<file path="config.mk">
export PLATFORM = sky130hd
export DESIGN_NAME = mem_arbiter
export DESIGN_NICKNAME = d
export VERILOG_FILES = /design/src/rtl/mem_arbiter_pkg.sv /design/src/rtl/mem_arbiter_load_ext.sv /design/src/rtl/mem_arbiter.sv
export SDC_FILE = /design/constraint.sdc
export NUM_CORES = 1
export LEC_CHECK = 0
export ABC_CLOCK_PERIOD_IN_PS = 2000
export CORE_MARGIN = 10
export CORE_UTILIZATION = 35
export DETAILED_ROUTE_END_ITERATION = 12
export PLACE_DENSITY = 0.74
export SETUP_SLACK_MARGIN = 0.1
export SKIP_CTS_REPAIR_TIMING = 1
export SYNTH_ARGS = -nofsm -noshare
export SYNTH_HDL_FRONTEND = slang
export SYNTH_SLANG_ARGS = --single-unit
</file>
<file path="constraint.sdc">
create_clock -name clk -period 2 [get_ports clk]
set_input_delay 0.3 -clock clk [delete_from_list [all_inputs] [get_ports clk]]
set_output_delay 0.3 -clock clk [all_outputs]
set_load 0.01 [all_outputs]
</file>
<file path="src/rtl/mem_arbiter_pkg.sv">
// mem_arbiter_pkg
//   Shared definitions for the memory arbiter: FSM state encoding, default
//   widths, the IO-space address marker and the funct3 load-type codes.
package mem_arbiter_pkg;

  localparam int         ADDR_WIDTH_DEF   = 32;
  localparam int         LSB_ID_WIDTH_DEF = 4;
  localparam logic [1:0] IO_BASE_HI_DEF   = 2'b11;

  typedef enum logic [1:0] {
    ST_IDLE  = 2'd0,
    ST_ISSUE = 2'd1,
    ST_WAIT  = 2'd2,
    ST_RESP  = 2'd3
  } state_t;

  localparam logic [2:0] F3_LB  = 3'b000;
  localparam logic [2:0] F3_LH  = 3'b001;
  localparam logic [2:0] F3_LW  = 3'b010;
  localparam logic [2:0] F3_LBU = 3'b100;
  localparam logic [2:0] F3_LHU = 3'b101;

endpackage

</file>
<file path="src/rtl/mem_arbiter_load_ext.sv">
// load_ext
//   Combinational sign/zero extension of a raw engine word according to the
//   RISC-V load funct3 code.
//   Ports:
//     funct3 in  3  : load type (lb, lh, lw, lbu, lhu)
//     raw    in  32 : raw word from the memory engine (data in the low bits)
//     ext    out 32 : extended result
module load_ext
  import mem_arbiter_pkg::*;
(
  input  logic [2:0]  funct3,
  input  logic [31:0] raw,
  output logic [31:0] ext
);

  logic signed [7:0]  byte_s;
  logic signed [15:0] half_s;

  assign byte_s = raw[7:0];
  assign half_s = raw[15:0];

  always_comb begin
    ext = raw;
    case (funct3)
      F3_LB:   ext = 32'(byte_s);
      F3_LH:   ext = 32'(half_s);
      F3_LBU:  ext = {24'd0, raw[7:0]};
      F3_LHU:  ext = {16'd0, raw[15:0]};
      default: ext = raw;
    endcase
  end

endmodule

</file>
<file path="src/rtl/mem_arbiter.sv">
// mem_arbiter
//   Shares the byte-serial memory engine between the icache (refills) and the
//   load/store buffer. One request is latched, issued to the engine, and the
//   response is routed back to its owner. Flush discards icache/load responses;
//   IO stores wait while the IO buffer is full.
//   Ports:
//     clk, rst_n_in (async, active-low), rdy_in (global enable),
//     flush_in, io_buffer_full
//     icache : ic_req, ic_addr -> ic_grant, ic_resp, ic_data
//     lsb    : lsb_req, lsb_we, lsb_addr, lsb_wdata, lsb_type, lsb_id
//              -> lsb_grant, lsb_resp, lsb_resp_id, lsb_rdata
//     engine : eng_start, eng_we, eng_addr, eng_wdata, eng_type <- eng_done, eng_rdata
//     busy   : FSM not idle
module mem_arbiter
  import mem_arbiter_pkg::*;
#(
  parameter int         ADDR_WIDTH   = ADDR_WIDTH_DEF,
  parameter int         LSB_ID_WIDTH = LSB_ID_WIDTH_DEF,
  parameter int         STARVE_MAX   = 4,
  parameter logic [1:0] IO_BASE_HI   = IO_BASE_HI_DEF
) (
  input  logic                    clk,
  input  logic                    rst_n_in,
  input  logic                    rdy_in,
  input  logic                    flush_in,
  input  logic                    io_buffer_full,
  input  logic                    ic_req,
  input  logic [ADDR_WIDTH-1:0]   ic_addr,
  output logic                    ic_grant,
  output logic                    ic_resp,
  output logic [31:0]             ic_data,
  input  logic                    lsb_req,
  input  logic                    lsb_we,
  input  logic [ADDR_WIDTH-1:0]   lsb_addr,
  input  logic [31:0]             lsb_wdata,
  input  logic [2:0]              lsb_type,
  input  logic [LSB_ID_WIDTH-1:0] lsb_id,
  output logic                    lsb_grant,
  output logic                    lsb_resp,
  output logic [LSB_ID_WIDTH-1:0] lsb_resp_id,
  output logic [31:0]             lsb_rdata,
  output logic                    eng_start,
  output logic                    eng_we,
  output logic [ADDR_WIDTH-1:0]   eng_addr,
  output logic [31:0]             eng_wdata,
  output logic [2:0]              eng_type,
  input  logic                    eng_done,
  input  logic [31:0]             eng_rdata,
  output logic                    busy
);

  localparam int CNT_W = $clog2(STARVE_MAX + 1);

  state_t                  state_q, state_d;
  logic                    owner_lsb_q;
  logic                    discard_q;
  logic [CNT_W-1:0]        starve_q, starve_d;
  logic                    we_q;
  logic [ADDR_WIDTH-1:0]   addr_q;
  logic [31:0]             wdata_q;
  logic [2:0]              type_q;
  logic [LSB_ID_WIDTH-1:0] id_q;
  logic [31:0]             rdata_q;
  logic [31:0]             ext_rdata;

  logic lsb_ok, starved, take_ic, take_lsb;

  // A store into IO space cannot be accepted while the IO sink is full; it is
  // simply ineligible, so a waiting icache request may go first.
  assign lsb_ok  = lsb_req &&
                   !(lsb_we && (lsb_addr[17:16] == IO_BASE_HI) && io_buffer_full);
  assign starved = (starve_q == CNT_W'(STARVE_MAX));

  always_comb begin
    state_d  = state_q;
    take_ic  = 1'b0;
    take_lsb = 1'b0;
    starve_d = starve_q;
    case (state_q)
      ST_IDLE: begin
        if (!flush_in) begin
          if (ic_req && (!lsb_ok || starved)) take_ic = 1'b1;
          else if (lsb_ok)                    take_lsb = 1'b1;
        end
        if (take_ic || take_lsb) state_d = ST_ISSUE;
      end
      ST_ISSUE: state_d = ST_WAIT;
      ST_WAIT:  if (eng_done) state_d = ST_RESP;
      ST_RESP:  state_d = ST_IDLE;
      default:  state_d = ST_IDLE;
    endcase
    // Starvation counter tracks LSB grants won while icache is kept waiting.
    if (!ic_req || take_ic)       starve_d = '0;
    else if (take_lsb && !starved) starve_d = starve_q + CNT_W'(1);
  end

  always_ff @(posedge clk or negedge rst_n_in) begin
    if (!rst_n_in) begin
      state_q     <= ST_IDLE;
      owner_lsb_q <= 1'b0;
      discard_q   <= 1'b0;
      starve_q    <= '0;
      we_q        <= 1'b0;
      addr_q      <= '0;
      wdata_q     <= '0;
      type_q      <= '0;
      id_q        <= '0;
      rdata_q     <= '0;
    end else if (rdy_in) begin
      state_q  <= state_d;
      starve_q <= starve_d;
      // Request latch: requester may change its fields after the grant.
      if (take_ic) begin
        owner_lsb_q <= 1'b0;
        we_q        <= 1'b0;
        addr_q      <= ic_addr;
        wdata_q     <= '0;
        type_q      <= F3_LW;
        id_q        <= '0;
      end else if (take_lsb) begin
        owner_lsb_q <= 1'b1;
        we_q        <= lsb_we;
        addr_q      <= lsb_addr;
        wdata_q     <= lsb_wdata;
        type_q      <= lsb_type;
        id_q        <= lsb_id;
      end
      // Engine completion capture.
      if (state_q == ST_WAIT && eng_done) rdata_q <= eng_rdata;
      // Committed stores must still complete visibly, so only reads discard.
      if (state_q == ST_RESP)
        discard_q <= 1'b0;
      else if (flush_in && state_q != ST_IDLE && (!owner_lsb_q || !we_q))
        discard_q <= 1'b1;
    end
  end

  load_ext u_load_ext (
    .funct3 (type_q),
    .raw    (rdata_q),
    .ext    (ext_rdata)
  );

  // Outputs decode straight from held state, so a frozen FSM extends pulses.
  assign busy        = (state_q != ST_IDLE);
  assign eng_start   = (state_q == ST_ISSUE);
  assign ic_grant    = eng_start && !owner_lsb_q;
  assign lsb_grant   = eng_start && owner_lsb_q;
  assign ic_resp     = (state_q == ST_RESP) && !owner_lsb_q && !discard_q;
  assign lsb_resp    = (state_q == ST_RESP) && owner_lsb_q && !discard_q;
  assign ic_data     = ic_resp ? rdata_q : 32'd0;
  assign lsb_rdata   = (lsb_resp && !we_q) ? ext_rdata : 32'd0;
  assign lsb_resp_id = lsb_resp ? id_q : '0;
  assign eng_we      = we_q;
  assign eng_addr    = addr_q;
  assign eng_wdata   = wdata_q;
  assign eng_type    = type_q;

endmodule

</file>
==> results of run 1 <==
==> sequential cells by signal, indices dropped and copies added (netlist names) <==
register	cells
eng_addr	32
owner_lsb_q	1
eng_wdata	32
discard_q	1
starve_q	3
rdata_q	32
eng_we	1
state_q	2
id_q	4
eng_type	3
==> final cells by class <==
| type | instances | share of cell area [%] |
|---|---|---|
| Clock inverter | 3 | 0.255 |
| Timing Repair Buffer | 346 | 38.1 |
| Clock buffer | 13 | 2.89 |
| Tap cell | 184 | 2.47 |
| Inverter | 26 | 1.13 |
| Multi-Input combinational cell | 290 | 25.4 |
| Sequential cell | 111 | 29.7 |
==> power breakdown <==
part           internal, uW  total (uW)  switching, uW  leakage [uW]
Sequential             3340        4050            706       0.00139
Clock                   955        1800            842      0.000138
Combinational          3380        5800           2420       0.00270
Total                  7680       11600           3960       0.00423
==> stage by stage <==
stage	setup WS (ns)	hold slack, ns	power [uW]
after floorplan	0.0867	0.00441	6160
after global placement	-0.172	0.430	9080
after detailed placement	-0.231	0.430	9250
after CTS	-0.630	0.0526	11100
after global routing	-0.221	0.0731	12300
final	-0.140	-0.00709	11600
==> critical path, stage by stage (launching register included) <==
cell       delay (ns)
dfrtp_1          0.40
ha_2             0.18
and3b_1          0.19
and2b_2          0.22
o21ai_4          0.11
clkbuf_16        0.20
a21oi_1          0.04
buf_2            0.14
==> synth_stat cells (3+ instances only) <==
cell / n / area, um^2
clkbuf_1: 16 / 60.1
o21ai_1: 38 / 190
nand2b_1: 3 / 18.8
inv_1: 26 / 97.6
buf_8: 3 / 45.0
and2_1: 46 / 288
buf_2: 14 / 70.1
a21oi_1: 26 / 130
nand2_1: 4 / 15.0
o21ai_0: 39 / 195
mux2_2: 33 / 372
mux2i_1: 33 / 330
dfrtp_1: 111 / 2780
ha_1: 6 / 75.1
a22o_1: 40 / 350
==> final timing paths <==
kind                                            end  depth (start not counted)  slack (ns)
max reg2reg                eng_wdata[3]$_DFFE_PN0P_                         11       -0.13
min reg2reg                eng_wdata[5]$_DFFE_PN0P_                          1        0.50
min in group clk           eng_wdata[5]$_DFFE_PN0P_                          1        0.50
max in group asynchronous  eng_addr[29]$_DFFE_PN0P_                          2        1.49
min                          rdata_q[0]$_DFFE_PN0P_                          2      -0.007
max                                   lsb_rdata[20]                          7       -0.14
==> metal layers <==
layer  global-route usage (%)  vias up
li1                         -     2285
met1                     20.0     2425
met2                     30.6      207
met3                     6.54       30
met4                     5.97        0
met5                        0        -
==> cell families (layout without fill, tap and decap cells) <==
kind of cell,count (synthesis),count (layout),share of synthesized area [%]
compound gates,151,151,18.2
fa+ha+maj,6,6,1.44
buf+inv,62,388,5.53
simple gates,66,66,7.79
mux,67,67,13.7
flops,111,111,53.4
==> flow_summary.yaml, run 1 <==
power:
  p_leak_uw: 0.00423
  vdd_drop_max_mv: 0.673
  power_density_mw_per_mm2: 1250
sta:
  fin_skew_ns: 0.0122
  finalSetupViolations: 126
  hold_viol: 5
  post-route-min-period_ns: 2.14
  whs_ns: -0.00709
  max-slew-margin-rel_pct: 57.3
  slew_viol_final: 0
  fin_setup_tns_ns: -8.98
  worstMarginPinSlew_ns: 0.640
  fmax_ghz: 0.467
  rsz0062_at_grt: "true"
  finalCritPeriodShare_pct: 107
  setup_slack_ns: -0.140
setup_path:
  startpoint_type: "register"
  critical_path.startpoint: "state_q[0]$_DFFE_PN0P_"
  cp_max_fo: 8
  path_class: "register to primary output"
  crit_required_ns: 1.70
  cp.arrival_ns: 1.84
  timing.rr.start: "state_q[0]$_DFFE_PN0P_"
  critPathCaptureType: "primary output"
flow_run:
  cap_viol_max_count: 0
clock_network:
  cts_buffer_depth: 2
  clk_pin_slew_ns: 0.07
  clock-sinks: 111
  clock_tree.htree_level_count: 3
  cts_tree: "done"
  clk_latency_ns: 0.36
  numCtsBuffers: 9
  cts_root_buf: "clkbuf_16"
detailed_routing:
  final_antenna_net_count: 0
  drt-met1-wl_um: 8380
  dr.pass1.iters: 4
  drt_iter0_drc: 158
  wl_met2_um: 10600
  wl_per_cell_um: 21.5
  dr_total_vias: 4947
  vias_per_cell: 5.08
  met3WireLength_um: 1600
  highest_layer: "met4"
  drc: 0
  drt-total-wl_um: 21000
placed_design:
  io_buffers: 285
  gp_congestion: 0.876
  place_hpwl_um: 14400
  dp_cells: 933
  placed_area_mm2: 0.00851
die:
  die_y_um: 142
  die_area_mm2: 0.0201
  core_area_mm2: 0.0145
  pin_count: 286
  rows: 44
  start_util_pct: 35.8
  die_w_um: 142
layout:
  seq_area_mm2: 0.00278
  mostFrequentLayoutCell: "clkdlybuf4s50_1"
  antennaDiodeCount: 0
  layout-drive-gt1-share_pct: 30.2
  area_growth_pct: 79.4
  fin_util_pct: 64.2
  final_cell_count_no_fill: 973
  multiInputGateArea_mm2: 0.00237
  final_nets: 934
  fin_area_mm2: 0.00934
  final_cell_mix: "clkdlybuf4s50_1, dfrtp_1, a22o_1"
  fillCellCount: 1170
worst_hold_path:
  hp-class: "primary input to async pin"
grt:
  grt_use_total_pct: 17.8
  grt_max_degree: 112
  grt_antenna_before_repair: 0
  grt_pass1_wl_um: 28800
  grt_pass1_vias: 5113
  overflow: 0
logic_synthesis:
  yosys_warnings: 0
  synth-async-reset-ratio_pct: 100
  synth_fp_nets: 613
  synth_edf_count: 0
  syn_area_per_cell_um2: 11.2
  synth_cell_types: 37
  netlist_area_mm2: 0.00520
  synthCells: 463
  seq_area_frac_synth_pct: 53.4
  synth-seq-cells: 111
  synth_ff_type: "dfrtp_1"
run_status:
  status: "finished with violations"
  violations: "negative hold slack, negative setup slack"
Power figures use the tool's default switching activity.
==> run 2: changes to the inputs <==
--- a/config.mk
+++ b/config.mk
@@ -5,9 +5,9 @@
 export SDC_FILE = /design/constraint.sdc
 export NUM_CORES = 1
 export LEC_CHECK = 0
-export ABC_CLOCK_PERIOD_IN_PS = 2000
 export CORE_MARGIN = 10
 export CORE_UTILIZATION = 35
+export CTS_BUF_LIST = sky130_fd_sc_hd__clkbuf_16
 export DETAILED_ROUTE_END_ITERATION = 12
 export PLACE_DENSITY = 0.74
 export SETUP_SLACK_MARGIN = 0.1
==> flow_summary.yaml, run 2 (synthesized netlist as in run 1, its figures left out) <==
power:
  vdd_drop_max_mv: 0.673
  power_density_mw_per_mm2: 1240
  intPower_uw: 7560
  clkPwrFrac_pct: 14.5
  p_switching_uw: 3950
  p_seq_share_pct: 35.2
  p_comb_share_pct: 50.4
  swShare_pct: 34.3
  p_leak_uw: 0.00421
setup_path:
  cp_max_fo: 8
  reg2reg_slack_ns: -0.13
  r2r_cells: 11
  timing.rr.start: "state_q[0]$_DFFE_PN0P_"
  cp.arrival_ns: 1.84
  crit_required_ns: 1.70
  cpMaxStageDelayCell: "dfrtp_1"
  critPathCaptureType: "primary output"
  crit_chain: "ha_2, and3b_1, and2b_2, o21ai_4, clkbuf_16, a21oi_1, buf_2"
  cpPeakStageDelay_ns: 0.40
  startpoint_type: "register"
  reg2reg_to: "eng_wdata[3]$_DFFE_PN0P_"
  path_class: "register to primary output"
clock_network:
  cts_tree: "done"
  clock_tree.htree_level_count: 3
  clk_latency_ns: 0.35
  clk_pin_slew_ns: 0.07
  numCtsBuffers: 9
  cts_root_buf: "clkbuf_16"
  clock-sinks: 111
  cts_buffer_depth: 2
run_status:
  violations: "negative hold slack, negative setup slack"
  status: "finished with violations"
sta:
  rsz0062_at_grt: "true"
  setup_slack_ns: -0.140
  fmax_ghz: 0.467
  slew_viol_final: 0
  hold_viol: 6
  worstMarginPinSlew_ns: 0.641
  whs_ns: -0.0110
  post-route-min-period_ns: 2.14
  fin_skew_ns: 0.0114
  max-slew-margin-rel_pct: 57.2
  fin_setup_tns_ns: -9.05
  finalSetupViolations: 121
  finalCritPeriodShare_pct: 107
layout:
  fin_util_pct: 64.0
  final_cell_mix: "clkdlybuf4s50_1, dfrtp_1, a22o_1"
  mostFrequentLayoutCell: "clkdlybuf4s50_1"
  final_nets: 934
  area_growth_pct: 78.7
  antennaDiodeCount: 0
  layout-drive-gt1-share_pct: 29.8
die:
  die_area_mm2: 0.0201
  rows: 44
  die_y_um: 142
  core_area_mm2: 0.0145
  pin_count: 286
  start_util_pct: 35.8
  die_w_um: 142
grt:
  overflow: 0
  grt_use_total_pct: 17.8
  grt_pass1_vias: 5122
  grt_max_degree: 112
  grt_pass1_wl_um: 28700
  grt_antenna_before_repair: 0
detailed_routing:
  drt-total-wl_um: 20900
  dr_total_vias: 4927
  vias_per_cell: 5.06
  dr.pass1.iters: 4
  final_antenna_net_count: 0
  wl_per_cell_um: 21.4
  drc: 0
  drt_iter0_drc: 202
flow_run:
  cap_viol_max_count: 0
placed_design:
  place_ws_ns: -0.231
  io_buffers: 285
  place_hpwl_um: 14400
  gp_congestion: 0.876
worst_hold_path:
  hp-class: "primary input to async pin"
[run 2: cell count changes in the layout (fill, tap and decap cells not counted)]
cell | before | now
clkbuf_2 | 16 | 17
buf_2 | 18 | 17
buf_8 | 2 | 1
inv_1 | 23 | 24
clkbuf_8 | 3 | 0
clkbuf_1 | 1 | 0
buf_6 | 37 | 38
clkinv_1 | 0 | 3
[run 2: metal layers]
| layer | global-route usage, % | vias up | part of all wire (%) |
|---|---|---|---|
| met5 | 0 | - | 0 |
| met4 | 5.97 | 0 | 1.7 |
| met3 | 6.54 | 24 | 7.5 |
| met2 | 30.6 | 198 | 51 |
| met1 | 19.9 | 2422 | 40 |
| li1 | - | 2283 | - |
[run 2: power groups by stage]
stage	combinational, uW	sequential (uW)	clock (uW)
after global routing	6220	4180	1810
after CTS	5250	4000	1710
after global placement	5120	3950	0
after detailed placement	5230	4010	0
final	5790	4050	1660
after floorplan	1930	4230	0
[run 2: cell type report]
type / count / area [um^2]
clock inverter: 7 / 38.8
timing repair buffer: 346 / 3560
inverter: 26 / 105
multi-input combinational: 290 / 2370
sequential: 111 / 2780
fill: 1181 / 5230
clock buffer: 9 / 225
tap: 184 / 230
[run 2: worst max-delay path, delay by kind of cell, from the launching register on]
kind,cells,cell delay (ns)
fa+ha+maj,1,0.18
compound gates,2,0.15
buf+inv,2,0.34
flops,1,0.40
simple gates,2,0.41
[run 2: worst max path at each step]
stage	startpoint	endpoint	slack (ns)
after global placement	eng_type[2]$_DFFE_PN0P_	lsb_rdata[8]	-0.17
after detailed placement	eng_type[2]$_DFFE_PN0P_	lsb_rdata[10]	-0.23
after CTS	eng_type[2]$_DFFE_PN0P_	lsb_rdata[10]	-0.63
after global routing	eng_type[0]$_DFFE_PN0P_	lsb_rdata[20]	-0.22
after floorplan	eng_type[1]$_DFFE_PN0P_	lsb_rdata[10]	0.09
final	state_q[0]$_DFFE_PN0P_	lsb_rdata[20]	-0.14
[run 2: per-stage QoR]
stage          std cells  hold WS [ns]  area (um^2)  total power, uW
2_1_floorplan        463       0.00441         5210             6160
3_3_place_gp         933         0.430         8510             9080
3_5_place_dp         933         0.430         8510             9250
4_1_cts              949        0.0522         8770            11000
5_1_grt              973        0.0731         9300            12200
6_report             973       -0.0110         9300            11500
==> run 3: changes to the inputs <==
--- a/config.mk
+++ b/config.mk
@@ -7,7 +7,6 @@
 export LEC_CHECK = 0
 export CORE_MARGIN = 10
 export CORE_UTILIZATION = 35
-export CTS_BUF_LIST = sky130_fd_sc_hd__clkbuf_16
 export DETAILED_ROUTE_END_ITERATION = 12
 export PLACE_DENSITY = 0.74
 export SETUP_SLACK_MARGIN = 0.1
==> results of run 3 <==
Final layout, timing and power as in run 1 (identical DEF).
